===== config.mk =====
export PLATFORM = sky130hd
export DESIGN_NAME = vga_fb_arbiter
export DESIGN_NICKNAME = d
export VERILOG_FILES = /design/src/rtl/vga_fb_arbiter.sv
export SDC_FILE = /design/constraint.sdc
export NUM_CORES = 1
export LEC_CHECK = 0
export ABC_CLOCK_PERIOD_IN_PS = 3800
export CORE_ASPECT_RATIO = 1.75
export CORE_MARGIN = 10
export CORE_UTILIZATION = 46
export CTS_BUF_LIST = sky130_fd_sc_hd__clkbuf_4
export DETAILED_ROUTE_END_ITERATION = 16
export GPL_TIMING_DRIVEN = 0
export PLACE_DENSITY = 0.78
export SYNTH_ARGS = -nofsm -noshare
export SYNTH_HDL_FRONTEND = slang
export SYNTH_SLANG_ARGS = --single-unit
export TNS_END_PERCENT = 1

===== constraint.sdc =====
create_clock -name Clock25 -period 3.8 [get_ports Clock25]
set_input_delay 0.76 -clock Clock25 [delete_from_list [all_inputs] [get_ports Clock25]]
set_output_delay 0.76 -clock Clock25 [all_outputs]
set_load 0.005 [all_outputs]

===== src/rtl/vga_fb_arbiter.sv =====
// Framebuffer arbiter: VGA scan-out prefetch has priority over a pixel writer on one single-port RAM.
// Optional VGA_FB_UNDERFLOW_CNT_EN adds a saturating 16-bit UnderflowCount output.
module vga_fb_arbiter #(
  parameter int H_ACTIVE     = 640,
  parameter int V_ACTIVE     = 480,
  parameter int V_TOTAL      = 525,
  parameter int PIX_PER_WORD = 4,
  parameter int FIFO_DEPTH   = 4,
  parameter int ADDR_W       = 17
) (
  input  logic              Clock25,
  input  logic              Reset_n,
  input  logic [9:0]        HorizontalCounter,
  input  logic [9:0]        VerticalCounter,
  input  logic              HSyncIn,
  input  logic              VSyncIn,
  input  logic              Wr_Req,
  input  logic [ADDR_W-1:0] Wr_Addr,
  input  logic [31:0]       Wr_Data,
  output logic              Wr_Ack,
  output logic [ADDR_W-1:0] Mem_Addr,
  output logic              Mem_WE,
  output logic [31:0]       Mem_WData,
  input  logic [31:0]       Mem_RData,
  output logic [7:0]        Pixel,
  output logic              HSyncOut,
  output logic              VSyncOut,
  output logic              UnderflowFlag
`ifdef VGA_FB_UNDERFLOW_CNT_EN
  , output logic [15:0]     UnderflowCount
`endif
);

  localparam int PW = $clog2(FIFO_DEPTH);
  localparam int CW = PW + 1;
  localparam logic [9:0] H_ACT  = 10'(H_ACTIVE);
  localparam logic [9:0] V_ACT  = 10'(V_ACTIVE);
  localparam logic [9:0] V_LAST = 10'(V_TOTAL - 1);
  localparam logic [ADDR_W-1:0] LAST_ADDR = ADDR_W'(H_ACTIVE * V_ACTIVE / PIX_PER_WORD - 1);

  logic [31:0]       fifo_mem [FIFO_DEPTH];
  logic [PW-1:0]     rd_ptr, wr_ptr;
  logic [CW-1:0]     count;
  logic              pending, armed, fetch_active;
  logic [ADDR_W-1:0] fetch_addr;
  logic [1:0]        phase;
  logic              active, frame_start, need_read, fifo_empty;
  logic              pix_en, pop, push, underflow_now;
  logic [31:0]       head;

  assign active      = (HorizontalCounter < H_ACT) && (VerticalCounter < V_ACT);
  assign frame_start = (HorizontalCounter == '0) && (VerticalCounter == V_LAST);
  // count + pending never exceeds FIFO_DEPTH, so CW bits cannot overflow here
  assign need_read   = fetch_active && ((count + CW'(pending)) < CW'(FIFO_DEPTH));

  assign Wr_Ack    = Reset_n && Wr_Req && !need_read;
  assign Mem_WE    = Wr_Ack;
  assign Mem_WData = Wr_Data;
  assign Mem_Addr  = need_read ? fetch_addr : Wr_Addr;

  assign fifo_empty    = (count == '0);
  assign pix_en        = active && armed;
  assign pop           = pix_en && !fifo_empty && (phase == 2'd3);
  assign underflow_now = pix_en && fifo_empty;
  assign push          = pending;
  assign head          = fifo_mem[rd_ptr];

  always_ff @(posedge Clock25) begin
    if (Reset_n && push && !frame_start) fifo_mem[wr_ptr] <= Mem_RData;
  end

  always_ff @(posedge Clock25) begin
    if (!Reset_n) begin
      Pixel         <= 8'h00;
      HSyncOut      <= 1'b1;
      VSyncOut      <= 1'b1;
      UnderflowFlag <= 1'b0;
      rd_ptr        <= '0;
      wr_ptr        <= '0;
      count         <= '0;
      pending       <= 1'b0;
      fetch_addr    <= '0;
      phase         <= 2'd0;
      armed         <= 1'b0;
      fetch_active  <= 1'b0;
    end else begin
      HSyncOut <= HSyncIn;
      VSyncOut <= VSyncIn;
      Pixel    <= (pix_en && !fifo_empty) ? head[{phase, 3'b000} +: 8] : 8'h00;
      if (underflow_now) UnderflowFlag <= 1'b1;
      // frame start drops both the word landing now and any read issued this cycle
      if (frame_start) begin
        rd_ptr       <= '0;
        wr_ptr       <= '0;
        count        <= '0;
        pending      <= 1'b0;
        fetch_addr   <= '0;
        phase        <= 2'd0;
        armed        <= 1'b1;
        fetch_active <= 1'b1;
      end else begin
        pending <= need_read;
        if (need_read) begin
          fetch_addr <= fetch_addr + ADDR_W'(1);
          if (fetch_addr == LAST_ADDR) fetch_active <= 1'b0;
        end
        if (push) wr_ptr <= wr_ptr + PW'(1);
        if (pop)  rd_ptr <= rd_ptr + PW'(1);
        count <= count + CW'(push) - CW'(pop);
        if (pix_en) phase <= phase + 2'd1;
      end
    end
  end

`ifdef VGA_FB_UNDERFLOW_CNT_EN
  always_ff @(posedge Clock25) begin
    if (!Reset_n)
      UnderflowCount <= 16'h0000;
    else if (underflow_now && (UnderflowCount != 16'hFFFF))
      UnderflowCount <= UnderflowCount + 16'd1;
  end
`endif

endmodule

# [Yosys cells after proc, flatten, opt, wreduce, memory -nomap -nowiden]
# Memory sizes are Yosys's and may differ from the RTL's. A register that Yosys moved wholly into a read port is not among the register bits.
# Cells that the tools add are included.
[word_totals] memories=1 reg_bits=40 output_inout_bits=62 input_bits=106 mem_bits_rw=128
[mem_list] memory="fifo_mem" depth=4 word_bits=32 rd=1 rd_ports_with_merged_regs=1 write_ports=1 line_no="41" source="logic [31:0] fifo_mem [FIFO_DEPTH];"
[classes] n_eq_ne=3 bitwise=1 shift=1 mux=8 n_reduce_logical=21 n_lt_le_gt_ge=3 addsub=6
[ops] cell="indexed part select 32 x 6 -> 8 bit" count=1
[ops] cell="adder 17 x 1 -> 17 bit, second input constant" count=1
[ops] cell="equality test 17 bit, second input constant" count=1
[ops] cell="2-to-1 mux 17 bit" count=1
[ops] cell="logical AND 1 bit" count=11
[ops] cell="equality test 10 bit, second input constant" count=1
[ops] cell="zero test 10 bit" count=1
[ops] cell="< comparator 10 bit, second input constant" count=1
[ops] cell="< comparator 10 x 9 -> 1 bit, second input constant" count=1
[ops] cell="adder 2 x 1 -> 2 bit, second input constant" count=3
[ops] cell="2-to-1 mux 1 bit" count=5
[ops] cell="2-to-1 mux 2 bit" count=2
[ops] cell="AND reduction 2 bit" count=2
[ops] cell="nonzero test 2 bit" count=2
[ops] cell="adder 3 x 1 -> 3 bit" count=1
[ops] cell="zero test 1 bit" count=3
[ops] cell="zero test 3 bit" count=1
[ops] cell="< comparator 3 bit, second input constant" count=1
[ops] cell="subtractor 3 x 1 -> 3 bit" count=1
[ops] cell="equality test 2 bit, second input constant" count=1
[ops] cell="OR reduction 2 bit" count=1
[ops] cell="NOT 1 bit" count=1

# [Longest topological paths before layout]
[logic_depth] word_depth=7 mapped_depth=8 depth_no_buf=8

# [Worst setup path before layout]
# Ideal clock, no wire load.
[synth_timing] path_kind="in2reg" start="in VerticalCounter[3]" end="mem fifo_mem[1][0], enable pin" path_slack_ns=-0.151 setup_time_ns=0.461 t_arrival_ns=3.490 path_stages=5 path_cell_list="nor4bb_1 > nand4_1 > o21ai_1 > clkbuf_1 > nor3_1"
[synth_via] elab_chain_len=6
[synth_rtl] item="start: declaration" line_no="14" source="input logic [9:0] VerticalCounter,"
[synth_rtl] item="equality test 10 bit" line_no="52" source="assign frame_start = (HorizontalCounter == '0) && (VerticalCounter == V_LAST);"
[synth_rtl] item="logical AND 1 bit" line_no="52"
[synth_rtl] item="zero test 1 bit" line_no="69" source="if (Reset_n && push && !frame_start) fifo_mem[wr_ptr] <= Mem_RData;"
[synth_rtl] item="logical AND 1 bit" line_no="69"
[synth_rtl] item="2-to-1 mux 1 bit" line_no="69"
[synth_rtl] item="2-to-1 mux 1 bit (not written as such)" line_no="69"
[synth_rtl] item="end: declaration" line_no="41"
# Every way passes these cells.

# [Worst setup path after layout]
[layout_timing] start="reg pending" end="out Wr_Ack"
[layout_via] elab_chain_len=5
[layout_rtl] item="start: declaration" line_no="44" source="logic pending, armed, fetch_active;"
[layout_rtl] item="start signal: assignment" line_no="102" source="pending <= need_read;"
[layout_rtl] item="adder 3 x 1 -> 3 bit" line_no="54" source="assign need_read = fetch_active && ((count + CW'(pending)) < CW'(FIFO_DEPTH));"
[layout_rtl] item="< comparator 3 bit" line_no="54"
[layout_rtl] item="logical AND 1 bit" line_no="54"
[layout_rtl] item="zero test 1 bit" line_no="56" source="assign Wr_Ack = Reset_n && Wr_Req && !need_read;"
[layout_rtl] item="logical AND 1 bit" line_no="56"
[layout_rtl] item="end: declaration" line_no="20" source="output logic Wr_Ack,"
# Every way passes these cells.

==> qor.csv <==
stage,metric,value,unit
cts,H-Tree Level Count,4,
detailed_routing,via total after detailed routing,4382,
die,horizontal die dimension,113,microns
die,Die ar.,20700,sq um
final_layout,FILL cells,1150,
timing,Worst Max-Slew Pin Slew,0.715,ns
placement,sum of net half-perimeters after detailed placement,12900,microns
timing,setup skew after layout,0.0189,ns
die,placeable core area,14900,sq um
timing,minimum clock period after layout,3.62,ns
cts,CTS Buf Count,17,
timing,top achievable clock speed,276,MHz
final_layout,"most common cell after layout, fill and taps aside",sky130_fd_sc_hd__clkdlybuf4s50_1,
worst_setup_path,path type of the worst setup path,reg2out,
yosys,mean post-synth cell area,15.8,sq um
hold_path,Hold Crit Class,reg2reg,
yosys,sequential area share after synthesis,67.0,%
yosys,count of different cell masters after synthesis,43,
cts,clock tree from TritonCTS,yes,
detailed_routing,number of remaining DRC errors,0,
yosys,post-synthesis register bit count,170,
detailed_routing,Iter 0 DRT Violations,221,
yosys,Cells after Synth,443,
die,effective utilization at floorplan,46.9,%
cts,clock slew seen by the registers of the worst setup and hold paths,0.15,ns
yosys,net count after synthesis,559,
detailed_routing,residual antenna-violating net count after detailed routing,0,
pwr,Internal Power,2.42,mW
detailed_routing,drt first pass iters,4,
timing,share of the cycle needed by the critical path after routing,95.2,%
detailed_routing,routed length per placed instance,20.6,microns
final_layout,number of nets at the end of the flow,725,
pwr,P per Cell Area,349,nW/um^2
cts,Clock Latency Late Sink,0.53,ns
grt,global-route wire length before repair,26100,microns
run,reported max-cap violation count,0,
grt,maximum number of pins on one net before global-route repair,18,
detailed_routing,final wirelength,16600,microns
final_layout,fraction of the core area covered by cells at the end of the flow,60.3,%
final_layout,layout cell share with drive strength beyond 1,22.7,%
timing,final hold slack,0.476,ns
cts,clock net sink count,170,
grt,initial antenna violation count,1,
yosys,Synthesis Warnings,0,
cts,Clock Tree Buf Depth,2,
timing,worst slew slack as a fraction of its limit,52.1,%
timing,Fin Setup TNS,0,ns
grt,via count of the first global-routing pass,4880,
worst_setup_path,peak fanout along the critical path,10,
outcome,status,"finished, final reports clean",
die,vertical die dimension,183,microns
pwr,leakage power total,2.99,nW
worst_setup_path,worst endpoint required time,3.04,ns
timing,"Hold Violations, Final",0,
worst_setup_path,critical path arrival,2.86,ns
cts,master cell of the clock root buffer,sky130_fd_sc_hd__clkbuf_4,
worst_setup_path,startpoint type of the worst setup path,register,
die,number of ports placed on the die boundary,168,
pwr,Combinational Power Share,6.4,%
pwr,switching power,717,uW
timing,Final Max Tran Viols,0,
placement,number of buffers added on ports,135,
pwr,clock network fraction of total power,30.0,%
yosys,Mapped Area,7000,sq um
grt,overall routing resource usage,16.1,%
timing,setup violation total in the final timing report,0,
pwr,sequential power share,63.5,%
final_layout,most used cells in the layout excluding fill and tap cells,"sky130_fd_sc_hd__clkdlybuf4s50_1 (135), sky130_fd_sc_hd__edfxtp_1 (128), sky130_fd_sc_hd__dfxtp_1 (42)",
worst_setup_path,critical path endpoint category,primary output,
detailed_routing,average vias per placed instance,5.44,
pwr,worst voltage drop across the vdd grid,0.202,mV
placement,final weighted congestion in routability-driven placement,0.798,
final_layout,signed area change from the synthesized netlist to the final layout,28.6,%
die,placement row count,59,
grt,Overflow after GRT,0,
pwr,net switching share of the total power,22.9,%
pwr,total chip power,3.14,mW
==> per-layer routing <==
metal,GRT usage [%],up-vias,routed length (microns)
met5,0,-,0
met1,16.2,2122,5800
met3,6.67,19,1640
met2,29.1,230,8880
met4,5.05,0,283
li1,-,2011,-
==> worst max-delay path: stages, from the launching register on <==
cell                              delay (ns)
sky130_fd_sc_hd__dfxtp_1                0.39
sky130_fd_sc_hd__ha_1                   0.20
sky130_fd_sc_hd__ha_1                   0.25
sky130_fd_sc_hd__xnor2_2                0.25
sky130_fd_sc_hd__nand2_1                0.19
sky130_fd_sc_hd__clkbuf_4               0.26
sky130_fd_sc_hd__and3_1                 0.21
sky130_fd_sc_hd__buf_4                  0.13
sky130_fd_sc_hd__clkdlybuf4s50_1        0.44
==> final timing paths <==
kind,cells after the start,to,slack [ns],from
worst max-delay path,8,Wr_Ack,0.18,pending
worst min-delay path,2,armed,0.48,armed
worst max register to register,7,fetch_addr[15],1.31,pending
worst min register to register,2,armed,0.48,armed
==> flip-flops by register name (all words and copies together), names as in the netlist, named ones only <==
register and cells:
HSyncOut 1, pending 1, rd_ptr 2, VSyncOut 1, fetch_addr 17, fetch_active 1
fifo_mem 128, armed 1, count 3, phase 2, Pixel 8, UnderflowFlag 1
wr_ptr 2
==> kinds of logic after synthesis <==
logic type               synth area share (%)
AND/OR/NAND/NOR                          6.60
multiplexers                             13.0
AO/OA/AOI/OAI                            4.45
flip-flops                               67.0
XOR/XNOR                                 1.86
adder cells (fa/ha/maj)                  1.79
buffers and inverters                    5.33
==> synthesized netlist by cell type <==
master	n	share of area [%]
sky130_fd_sc_hd__buf_4	33	3.5
sky130_fd_sc_hd__a21oi_1	17	1.2
sky130_fd_sc_hd__nor2_1	21	1.1
sky130_fd_sc_hd__inv_1	14	0.75
sky130_fd_sc_hd__and4_1	1	0.13
sky130_fd_sc_hd__buf_1	4	0.21
sky130_fd_sc_hd__or4b_2	1	0.14
sky130_fd_sc_hd__nand4b_1	2	0.25
sky130_fd_sc_hd__nor4b_1	1	0.13
sky130_fd_sc_hd__o21a_1	1	0.11
sky130_fd_sc_hd__ha_1	10	1.8
sky130_fd_sc_hd__or4_1	4	0.43
sky130_fd_sc_hd__nand4_1	7	0.63
sky130_fd_sc_hd__inv_2	1	0.054
sky130_fd_sc_hd__nand2b_1	2	0.18
sky130_fd_sc_hd__and3b_1	1	0.13
sky130_fd_sc_hd__xor2_1	4	0.50
sky130_fd_sc_hd__a22oi_1	16	1.7
sky130_fd_sc_hd__nor4_1	5	0.45
sky130_fd_sc_hd__a21oi_2	1	0.13
sky130_fd_sc_hd__or3_1	9	0.80
sky130_fd_sc_hd__nor4bb_1	1	0.14
sky130_fd_sc_hd__mux2i_1	2	0.29
sky130_fd_sc_hd__edfxtp_1	128	55
sky130_fd_sc_hd__or2_2	2	0.18
sky130_fd_sc_hd__dfxtp_1	42	12
sky130_fd_sc_hd__and3_1	1	0.089
sky130_fd_sc_hd__o21ai_0	11	0.79
sky130_fd_sc_hd__mux4_2	32	10
sky130_fd_sc_hd__o31ai_1	2	0.21
sky130_fd_sc_hd__xnor2_1	9	1.1
sky130_fd_sc_hd__buf_2	4	0.29
sky130_fd_sc_hd__xor2_2	1	0.23
sky130_fd_sc_hd__a21boi_0	2	0.21
sky130_fd_sc_hd__mux2_2	15	2.4
sky130_fd_sc_hd__or4_4	1	0.16
sky130_fd_sc_hd__nand2_1	12	0.64
sky130_fd_sc_hd__o21ai_1	1	0.071
sky130_fd_sc_hd__and2_1	2	0.18
sky130_fd_sc_hd__nor2b_1	2	0.18
sky130_fd_sc_hd__nand3_1	4	0.29
sky130_fd_sc_hd__clkbuf_1	9	0.48
sky130_fd_sc_hd__nor3_1	5	0.36
==> cell type report <==
| cell class | instances | area, sq um | area share (%) |
|---|---|---|---|
| Sequential cell | 170 | 4680 | 52.1 |
| Multi-Input combinational cell | 208 | 1970 | 21.8 |
| Timing Repair Buffer | 147 | 1480 | 16.4 |
| Buffer | 50 | 324 | 3.60 |
| Tap cell | 183 | 229 | 2.54 |
| Clock inverter | 15 | 130 | 1.45 |
| Clock buffer | 17 | 128 | 1.42 |
| Inverter | 15 | 56.3 | 0.626 |
| Antenna cell | 1 | 2.50 | 0.0278 |
==> through the flow <==
step,area (sq um),setup slack (ns),std cells
floorplan,7000,-0.151,443
global placement,8580,-2.36,761
detailed placement,8720,0.0530,773
CTS,8980,0.00742,805
global route,9000,-0.0000440,806
finish,9000,0.181,806
==> timing repair <==
item / in CTS / in global routing
endpoints found under the setup margin: 16 / 16
buffers inserted: 0 / 0
resized for setup: 2 / 4
hold buffers: 0 / 0
==> power groups by stage <==
stage	Clock (mW)	Combinational, mW	Sequential (mW)
finish	0.943	0.202	1.99
global route	1.04	0.217	1.99
CTS	0.972	0.205	1.99
detailed placement	0	0.204	2.03
global placement	0	0.198	2.03
floorplan	0	0.0468	2.03
No activity file was read; power rests on OpenSTA's default activity.
